===== src/rtl/relu_maxpool_stream.sv =====
// ReLU + shift requantization to int8, then non-overlapping 2x2 max pooling of a
// raster-ordered conv result stream; one pooled write per completed window.
module relu_maxpool_stream #(
    parameter int IN_DIM = 28,
    parameter int SHIFT = 8,
    localparam int OUT_DIM = IN_DIM / 2,
    localparam int AW = (OUT_DIM * OUT_DIM > 1) ? $clog2(OUT_DIM * OUT_DIM) : 1
) (
    input  logic          clk,
    input  logic          rst,
    input  logic          start,
    input  logic          in_valid,
    input  logic [31:0]   in_data,
    output logic          out_wr_en,
    output logic [AW-1:0] out_wr_addr,
    output logic [7:0]    out_wr_data,
    output logic          done
);

    localparam int CW = (IN_DIM > 1) ? $clog2(IN_DIM) : 1;
    localparam int LW = (OUT_DIM > 1) ? $clog2(OUT_DIM) : 1;
    localparam logic [CW-1:0] LAST = CW'(IN_DIM - 1);

    if (IN_DIM % 2 != 0) begin : g_dim_check
        $error("IN_DIM must be even");
    end

    typedef enum logic [1:0] {IDLE, RUN, DONE} state_t;

    state_t        state;
    logic [CW-1:0] row, col;
    logic [7:0]    pair;
    logic [AW-1:0] waddr;
    logic          fin;
    logic [7:0]    linebuf [OUT_DIM];

    logic          accept;
    logic [7:0]    qx, hmax, lb_rd, pooled;
    logic [LW-1:0] lb_idx;

    function automatic logic [7:0] quant(input logic signed [31:0] x);
        logic signed [31:0] y;
        if (x < 0) return 8'd0;
        y = x >>> SHIFT;
        if (y > 32'sd127) return 8'd127;
        return y[7:0];
    endfunction

    always_comb begin
        accept = in_valid && (state == RUN);
        qx     = quant(in_data);
        hmax   = (pair > qx) ? pair : qx;
        lb_idx = LW'(col >> 1);
        lb_rd  = linebuf[lb_idx];
        pooled = (lb_rd > hmax) ? lb_rd : hmax;
    end

    // fin delays done by one edge so it rises after the final write cycle.
    always_ff @(posedge clk or posedge rst) begin
        if (rst) begin
            state       <= IDLE;
            row         <= '0;
            col         <= '0;
            pair        <= '0;
            waddr       <= '0;
            fin         <= 1'b0;
            out_wr_en   <= 1'b0;
            out_wr_addr <= '0;
            out_wr_data <= '0;
            done        <= 1'b0;
        end else begin
            out_wr_en <= 1'b0;
            fin       <= 1'b0;
            case (state)
                IDLE, DONE: begin
                    if (start) begin
                        state <= RUN;
                        row   <= '0;
                        col   <= '0;
                        waddr <= '0;
                        done  <= 1'b0;
                    end else if (fin) begin
                        done <= 1'b1;
                    end
                end
                RUN: begin
                    if (accept) begin
                        if (!col[0]) begin
                            pair <= qx;
                        end else if (row[0]) begin
                            out_wr_en   <= 1'b1;
                            out_wr_addr <= waddr;
                            out_wr_data <= pooled;
                            waddr       <= waddr + 1'b1;
                        end
                        if (col == LAST) begin
                            col <= '0;
                            row <= (row == LAST) ? '0 : row + 1'b1;
                        end else begin
                            col <= col + 1'b1;
                        end
                        if (row == LAST && col == LAST) begin
                            state <= DONE;
                            fin   <= 1'b1;
                        end
                    end
                end
                default: state <= IDLE;
            endcase
        end
    end

    // Every entry is written on an even row before the odd row reads it.
    always_ff @(posedge clk) begin
        if (accept && col[0] && !row[0]) linebuf[lb_idx] <= hmax;
    end

endmodule


===== config.mk =====
export PLATFORM = sky130hd
export DESIGN_NAME = relu_maxpool_stream
export DESIGN_NICKNAME = d
export VERILOG_FILES = /design/src/rtl/relu_maxpool_stream.sv
export SDC_FILE = /design/constraint.sdc
export NUM_CORES = 1
export LEC_CHECK = 0
export BUFFER_PORTS_ARGS = -buffer_cell sky130_fd_sc_hd__buf_2
export CAP_MARGIN = 20
export CORE_ASPECT_RATIO = 0.8
export CORE_MARGIN = 5
export CORE_UTILIZATION = 40
export CTS_CLUSTER_DIAMETER = 30
export CTS_CLUSTER_SIZE = 28
export DETAILED_ROUTE_END_ITERATION = 16
export REMOVE_ABC_BUFFERS = 1
export SYNTH_ARGS = -nofsm -noshare
export SYNTH_HDL_FRONTEND = slang
export SYNTH_SLANG_ARGS = --single-unit

===== constraint.sdc =====
create_clock -name clk -period 11.4 [get_ports clk]
set_input_delay 1.14 -clock clk [delete_from_list [all_inputs] [get_ports clk]]
set_output_delay 1.14 -clock clk [all_outputs]
set_load 0.05 [all_outputs]

* After elaboration in Yosys (flattened, before gate mapping)
Memory sizes are Yosys's and may differ from the RTL's.
Index checks and enable logic that the tools add are counted.
** Word-level totals
- Bits in registers :: 47
- RAM bits :: 112
- Bits of input ports :: 36
- Output and inout bits :: 18
- Logic and storage cells :: 82
- Memories :: 1
** Operators by class
- Add/subtract/negate cells :: 3
- $lt $le $gt $ge :: 4
- Equality and inequality tests :: 10
- Multiplexer cells :: 37
- Bitwise gates (word level) :: 1
- Reductions and logical operators :: 16
** Memories
- linebuf :: words 14, width 8, read ports 1, clocked after memory_dff 0, wr ports 1, line 35 : logic [7:0] linebuf [OUT_DIM];
** Operator list (count)
- two-way mux 8 bit :: 10
- < comparator 32 x 1 -> 1 bit, second input constant :: 1
- two-way mux 5 bit :: 6
- greater-than comparator 24 x 8 -> 1 bit, second input constant :: 1
- one-hot mux 5 bit (2 select lines) :: 2
- greater-than comparator 8 bit :: 2
- one-hot mux 8 bit (2 select lines) :: 1
- two-way mux 1 bit :: 14
- adder 5 x 1 -> 5 bit, second input constant :: 2
- == test 5 bit, second input constant :: 2
- AND reduction 3 bit :: 3
- adder 8 x 1 -> 8 bit, second input constant :: 1
- != test 2 bit, second input constant :: 4
- AND reduction 4 bit :: 2
- two-way mux 2 bit :: 3
- AND reduction 5 bit :: 1
- logical AND 1 bit :: 4
- != test 2 x 1 -> 1 bit, second input constant :: 2
- one-hot mux 2 bit (2 select lines) :: 1
- nonzero test 2 bit :: 2
- == test 2 x 1 -> 1 bit, second input constant :: 1
- == test 2 bit, second input constant :: 1
- zero test 2 bit :: 1
- AND reduction 2 bit :: 1
- other kinds (3) :: 3

* Depth between registers and ports, before layout
- Depth after elaboration :: 9
- Depth in mapped cells :: 19
- Depth with buffers taken out :: 18

* Worst setup path after synthesis
Ideal clock, no wire load.
- Path type :: in2reg
- Start :: input port in_data[19]
- End :: register out_wr_data[0]
- Setup time :: 0.121 ns
- Data arrival time :: 4.961 ns
- Required time :: 11.279 ns
- Slack :: 6.319 ns
- Stages on the path :: 17
- Buffers on the path :: 1
- Cells stage by stage :: nor4_1 nand4_1 o21bai_1 ha_1 nor2b_1 o211ai_1 a211oi_2 or2_1 buf_2 o21ai_0 inv_1 ha_1 a21oi_1 o21ai_0 o32ai_2 o211ai_1 a22o_1
** On the way
- Cells in the longest elaborated chain, start to end :: 9
- Elaborated cells on any way between the ends :: 12
- Those cells by class :: order compare (4); mux (8)
** RTL lines
- start, declared :: line 13 : input logic [31:0] in_data,
- greater-than comparator 24 x 8 -> 1 bit :: line 45 : if (y > 32'sd127) return 8'd127;
- two-way mux 1 bit :: line 45
- two-way mux 1 bit :: line 44 : y = x >>> SHIFT;
- two-way mux 8 bit :: line 46 : return y[7:0];
- two-way mux 8 bit * :: line 44
- greater-than comparator 8 bit :: line 52 : hmax = (pair > qx) ? pair : qx;
- two-way mux 8 bit * :: line 52
- net hmax[4] :: line 38 : logic [7:0] qx, hmax, lb_rd, pooled;
- greater-than comparator 8 bit * :: line 55 : pooled = (lb_rd > hmax) ? lb_rd : hmax;
- two-way mux 8 bit * :: line 55
- end signal, assigned :: line 93 : out_wr_data <= pooled;
- end, declared :: line 16 : output logic [7:0] out_wr_data,
The timed path passes the listed nets; every way through them passes the cells marked *. The select of a mux whose other input is x is not followed.
A chain may end at the register's enable or synchronous reset.

* Final worst setup path
- Start :: input port in_data[29]
- End :: register out_wr_data[0]
** On the way
- Cells in the longest elaborated chain, start to end :: 9
- Elaborated cells on any way between the ends :: 12
- Those cells by class :: order compare (4); mux (8)
** RTL lines (line)
- greater-than comparator 24 x 8 -> 1 bit :: 45
- two-way mux 1 bit :: 45
- two-way mux 1 bit :: 44
- two-way mux 8 bit :: 46
- two-way mux 8 bit * :: 44
- greater-than comparator 8 bit :: 52
- two-way mux 8 bit * :: 52
- greater-than comparator 8 bit :: 55
- two-way mux 8 bit * :: 55
Mark *: on every way between the ends. The rest lies on a longest branch, timed or not. The select of a mux whose other input is x is not followed.

==> summary.log <==
INFO  outcome        run_status=finished, final reports clean
INFO  critical_path  critical_path.reg2reg.endpoint=out_wr_data[0]
INFO  critical_path  setup.worst_path.class=in2reg
INFO  floorplan      floorplan.initialDensity=0.407
INFO  critical_path  cp_num_buf_inv=1
INFO  critical_path  r2r-start=pair[7]
INFO  critical_path  critPathLaunchType=input pin
INFO  global_route   grt_use_total=0.156
INFO  layout         final_cell_mix=edfxtp_1 (112), nand2_1 (77), dfrtp_1 (46)
INFO  sta            fmaxAchievable=189MHz
INFO  worst_hold_path hold_end=out_wr_addr[7]
INFO  placement      place_congestion=0.821
INFO  critical_path  path_cells=buf_2 > nor4_1 > nand4_1 > o21bai_1 > ha_1 > nand4_1 > nor2_1 > a21oi_1 > or2_1 > a21oi_1 > ha_1 > nor2b_1 > o211ai_1 > a21oi_1 > o32ai_2 > o211ai_1 > a22o_1
INFO  cts            clk-insertion-delay-late=0.42ns
INFO  synth          synth_top_family_by_area=simple AND/OR/NAND/NOR gates
INFO  global_route   grt_start_max_net_pins=48
INFO  cts            post_cts.repair.setup_buffers=0
INFO  route          number_of_antenna_violating_nets_in_the_routed_design=0
INFO  sta            slew_headroom=0.360
INFO  cts            cts_buffers=17
INFO  route          drt-pass1-iter-count=4
INFO  synth          syn_avg_cell_area=13.3um^2
INFO  floorplan      die-width=158um
INFO  synth          register_area_share_after_synthesis=0.644
INFO  route          vias_per_cell=5.44
INFO  synth          synthArstFlopShare=0.296
INFO  sta            worst-slew-pin-transition=0.960ns
INFO  worst_hold_path launch_instance_of_the_worst_min_delay_path=out_wr_addr[7]
INFO  layout         most_frequent_standard_cell_in_the_layout_excluding_fill_and_tap_cells=edfxtp_1
INFO  cts            cts_tree=done
INFO  layout         design.final.nets=642
INFO  synth          netlist_instances=532
INFO  synth          synth_simple_gate_area_frac=0.111
INFO  layout         fill_cells=1,572
INFO  cts            cts_num_sinks=159
INFO  worst_hold_path hold_depth=2
INFO  cts            htree_num_levels=4
INFO  cts            root_buffer=clkbuf_16
INFO  synth          yosys.area_share.xor_xnor=0.00745
INFO  route          initialDrtViolationCount=276
INFO  floorplan      die-height=129um
INFO  sta            final_setup_vio_count=0
INFO  sta            post-route-period-util=0.464
INFO  global_route   first_global_vias=4,477
INFO  route          routed_wire_length_per_instance=18.3um
INFO  sta            rsz0062_at_grt=no
INFO  global_route   grt_antenna_before_repair=0
INFO  route          drt-total-wl=15.1mm
INFO  floorplan      io_pins=54
INFO  synth          postSynthRegisterBits=159
INFO  critical_path  cp_arrival=5.59ns
INFO  sta            hold_viol=0
INFO  synth          netlist-cell-type-count=56
INFO  power          power.ir.vdd_worst=0.000110V
INFO  critical_path  reg2reg_slack=7.41ns
INFO  critical_path  highest_net_fanout_along_the_worst_path=12
INFO  synth          synth-compound-area-share=0.0925
INFO  cts            cts_hold_repair.buffers=0
INFO  placement      hpwl=10.3mm
INFO  sta            count_of_final_max_slew_check_failures=0
INFO  synth          yosys_warnings=0
INFO  global_route   grt_overflow_total=0
INFO  synth          synth-main-ff-cell=edfxtp_1
INFO  cts            cts_resized=0
INFO  critical_path  path_delay_family=compound AO/OA/AOI/OAI gates
INFO  floorplan      core=17,300um^2
INFO  sta            timing.final.crit_period=5.28ns
INFO  cts            clock_path_buffers=2
INFO  cts            clk_pin_slew_worst_paths=0.07ns
INFO  floorplan      fp.dieArea=20,400um^2
INFO  worst_hold_path hold_class=reg2reg
INFO  critical_path  cp.required=11.71ns
INFO  synth          synth_area_in_adders=0.0337
INFO  global_route   wire_length_of_the_first_global_routing_pass=24.4mm
INFO  critical_path  cp-end-kind=register
INFO  critical_path  cpPeakStageDelay=0.45ns
INFO  synth          synth_enable_flop_cells=112
INFO  power          power.total=0.00172W
INFO  route          detailroute.via_count=4,486
INFO  sta            timing.setup.tns=0ns
INFO  run            max-cap-violations=0
INFO  layout         final_layout_size_suffix_gt1_frac=0.193
INFO  synth          synth.cell_area=7050um^2
INFO  critical_path  reg2reg_depth=13
INFO  route          post-route-drc-count=0
INFO  critical_path  slowest_library_cell_on_the_worst_path=o32ai_2
INFO  layout         antenna_cells=0
INFO  placement      portBuffers=45
INFO  power          power.leakage=3.08nW
INFO  critical_path  cp_common_cell=a21oi_1
INFO  power          powerDensity=212nW/um^2
INFO  sta            skew=0.00889ns
INFO  synth          fraction_of_synthesized_area_in_multiplexers=0.0845
INFO  layout         syn2layout_area_growth=15.0%
INFO  floorplan      rows=43
==> state kept, by name, summed over array words and instances, names as in the netlist <==
register,flops
out_wr_en,1
row,5
out_wr_data,8
done,1
waddr,8
pair,8
out_wr_addr,8
state,2
linebuf,112
fin,1
col,5
==> power by group <==
part           switching [W]  internal, W  total (W)  leakage (nW)
Clock               0.000237     0.000304   0.000541         0.264
Combinational       0.000306     0.000163   0.000469          1.21
Sequential         0.0000299     0.000679   0.000709          1.61
Total               0.000572      0.00115    0.00172          3.08
==> cell usage after synthesis (all sizes together) (2+ instances only) <==
library cell,instances,share of area
nor2,23,0.012
a21oi,24,0.017
a31o,2,0.0025
or2,3,0.0027
nor2b,4,0.0035
nand2b,5,0.0044
dfrtp,47,0.17
o21a,3,0.0032
o32a,2,0.0030
and2,4,0.0035
a22o,3,0.0037
nor4,8,0.0071
nand4,10,0.0089
clkbuf,8,0.0043
mux2i,22,0.031
mux4,15,0.048
a21o,3,0.0032
xor2,6,0.0075
nand2,77,0.041
o21ai,35,0.025
o31ai,2,0.0021
nor3,10,0.0071
o211ai,11,0.012
edfxtp,112,0.48
nor3b,2,0.0028
ha,19,0.034
o32ai,5,0.0073
a31oi,2,0.0018
o21bai,6,0.0064
mux2,3,0.0048
buf,16,0.015
inv,15,0.0080
nand3,13,0.0092
==> how the worst max path moves through the flow <==
stage                start        endpoint  slack (ns)  depth (start not counted)
2_1_floorplan  in_data[19]  out_wr_data[0]        6.36                         16
3_3_place_gp   in_data[29]  out_wr_data[0]        5.85                         17
3_5_place_dp   in_data[29]  out_wr_data[0]        5.78                         17
4_1_cts        in_data[29]  out_wr_data[0]        6.19                         17
5_1_grt        in_data[29]  out_wr_data[6]        5.79                         17
6_report       in_data[29]  out_wr_data[0]        6.12                         17
==> logic make-up (layout without fill, tap and decap cells) <==
logic type | count (synthesis) | count (layout)
AO/OA/AOI/OAI | 102 | 102
XOR/XNOR | 6 | 6
adder cells (fa/ha/maj) | 19 | 19
buffers and inverters | 39 | 107
flip-flops | 159 | 159
multiplexers | 40 | 40
other | 1 | 1
AND/OR/NAND/NOR | 166 | 166
==> routing by layer <==
metal / vias to the layer above / GRT usage / wire, um
li1: 2119 / - / -
met1: 2259 / 0.237 / 7230
met2: 94 / 0.225 / 6820
met3: 14 / 0.0367 / 832
met4: 0 / 0.0451 / 178
met5: - / 0 / 0
==> stage by stage <==
| stage | hold slack, ns | instances | instance area (um^2) | util | setup WS, ns |
|---|---|---|---|---|---|
| final | 0.469 | 825 | 8110 | 0.468 | 6.12 |
| after global routing | 0.498 | 825 | 8110 | 0.468 | 5.79 |
| after floorplan | 0.459 | 508 | 6920 | - | 6.36 |
| after detailed placement | 0.460 | 792 | 7530 | 0.435 | 5.78 |
| after CTS | 0.476 | 824 | 8090 | 0.467 | 6.19 |
| after global placement | 0.453 | 792 | 7530 | 0.435 | 5.85 |
==> tightest hold or removal path: cells and delay by family (launching register included) <==
kind | cells | cell delay (ns)
DFF | 1 | 0.34
and+or+nand+nor | 2 | 0.10
==> area by class of cell <==
cell class,count,area (um^2),share of cell area
clock buffer,18,429,0.0529
clock inverter,14,130,0.0160
inverter,15,56.3,0.00694
multi-input combinational,334,2320,0.286
sequential,159,4540,0.560
tap,225,282,0.0347
timing repair buffer,60,350,0.0432
Power figures use the tool's default switching activity.
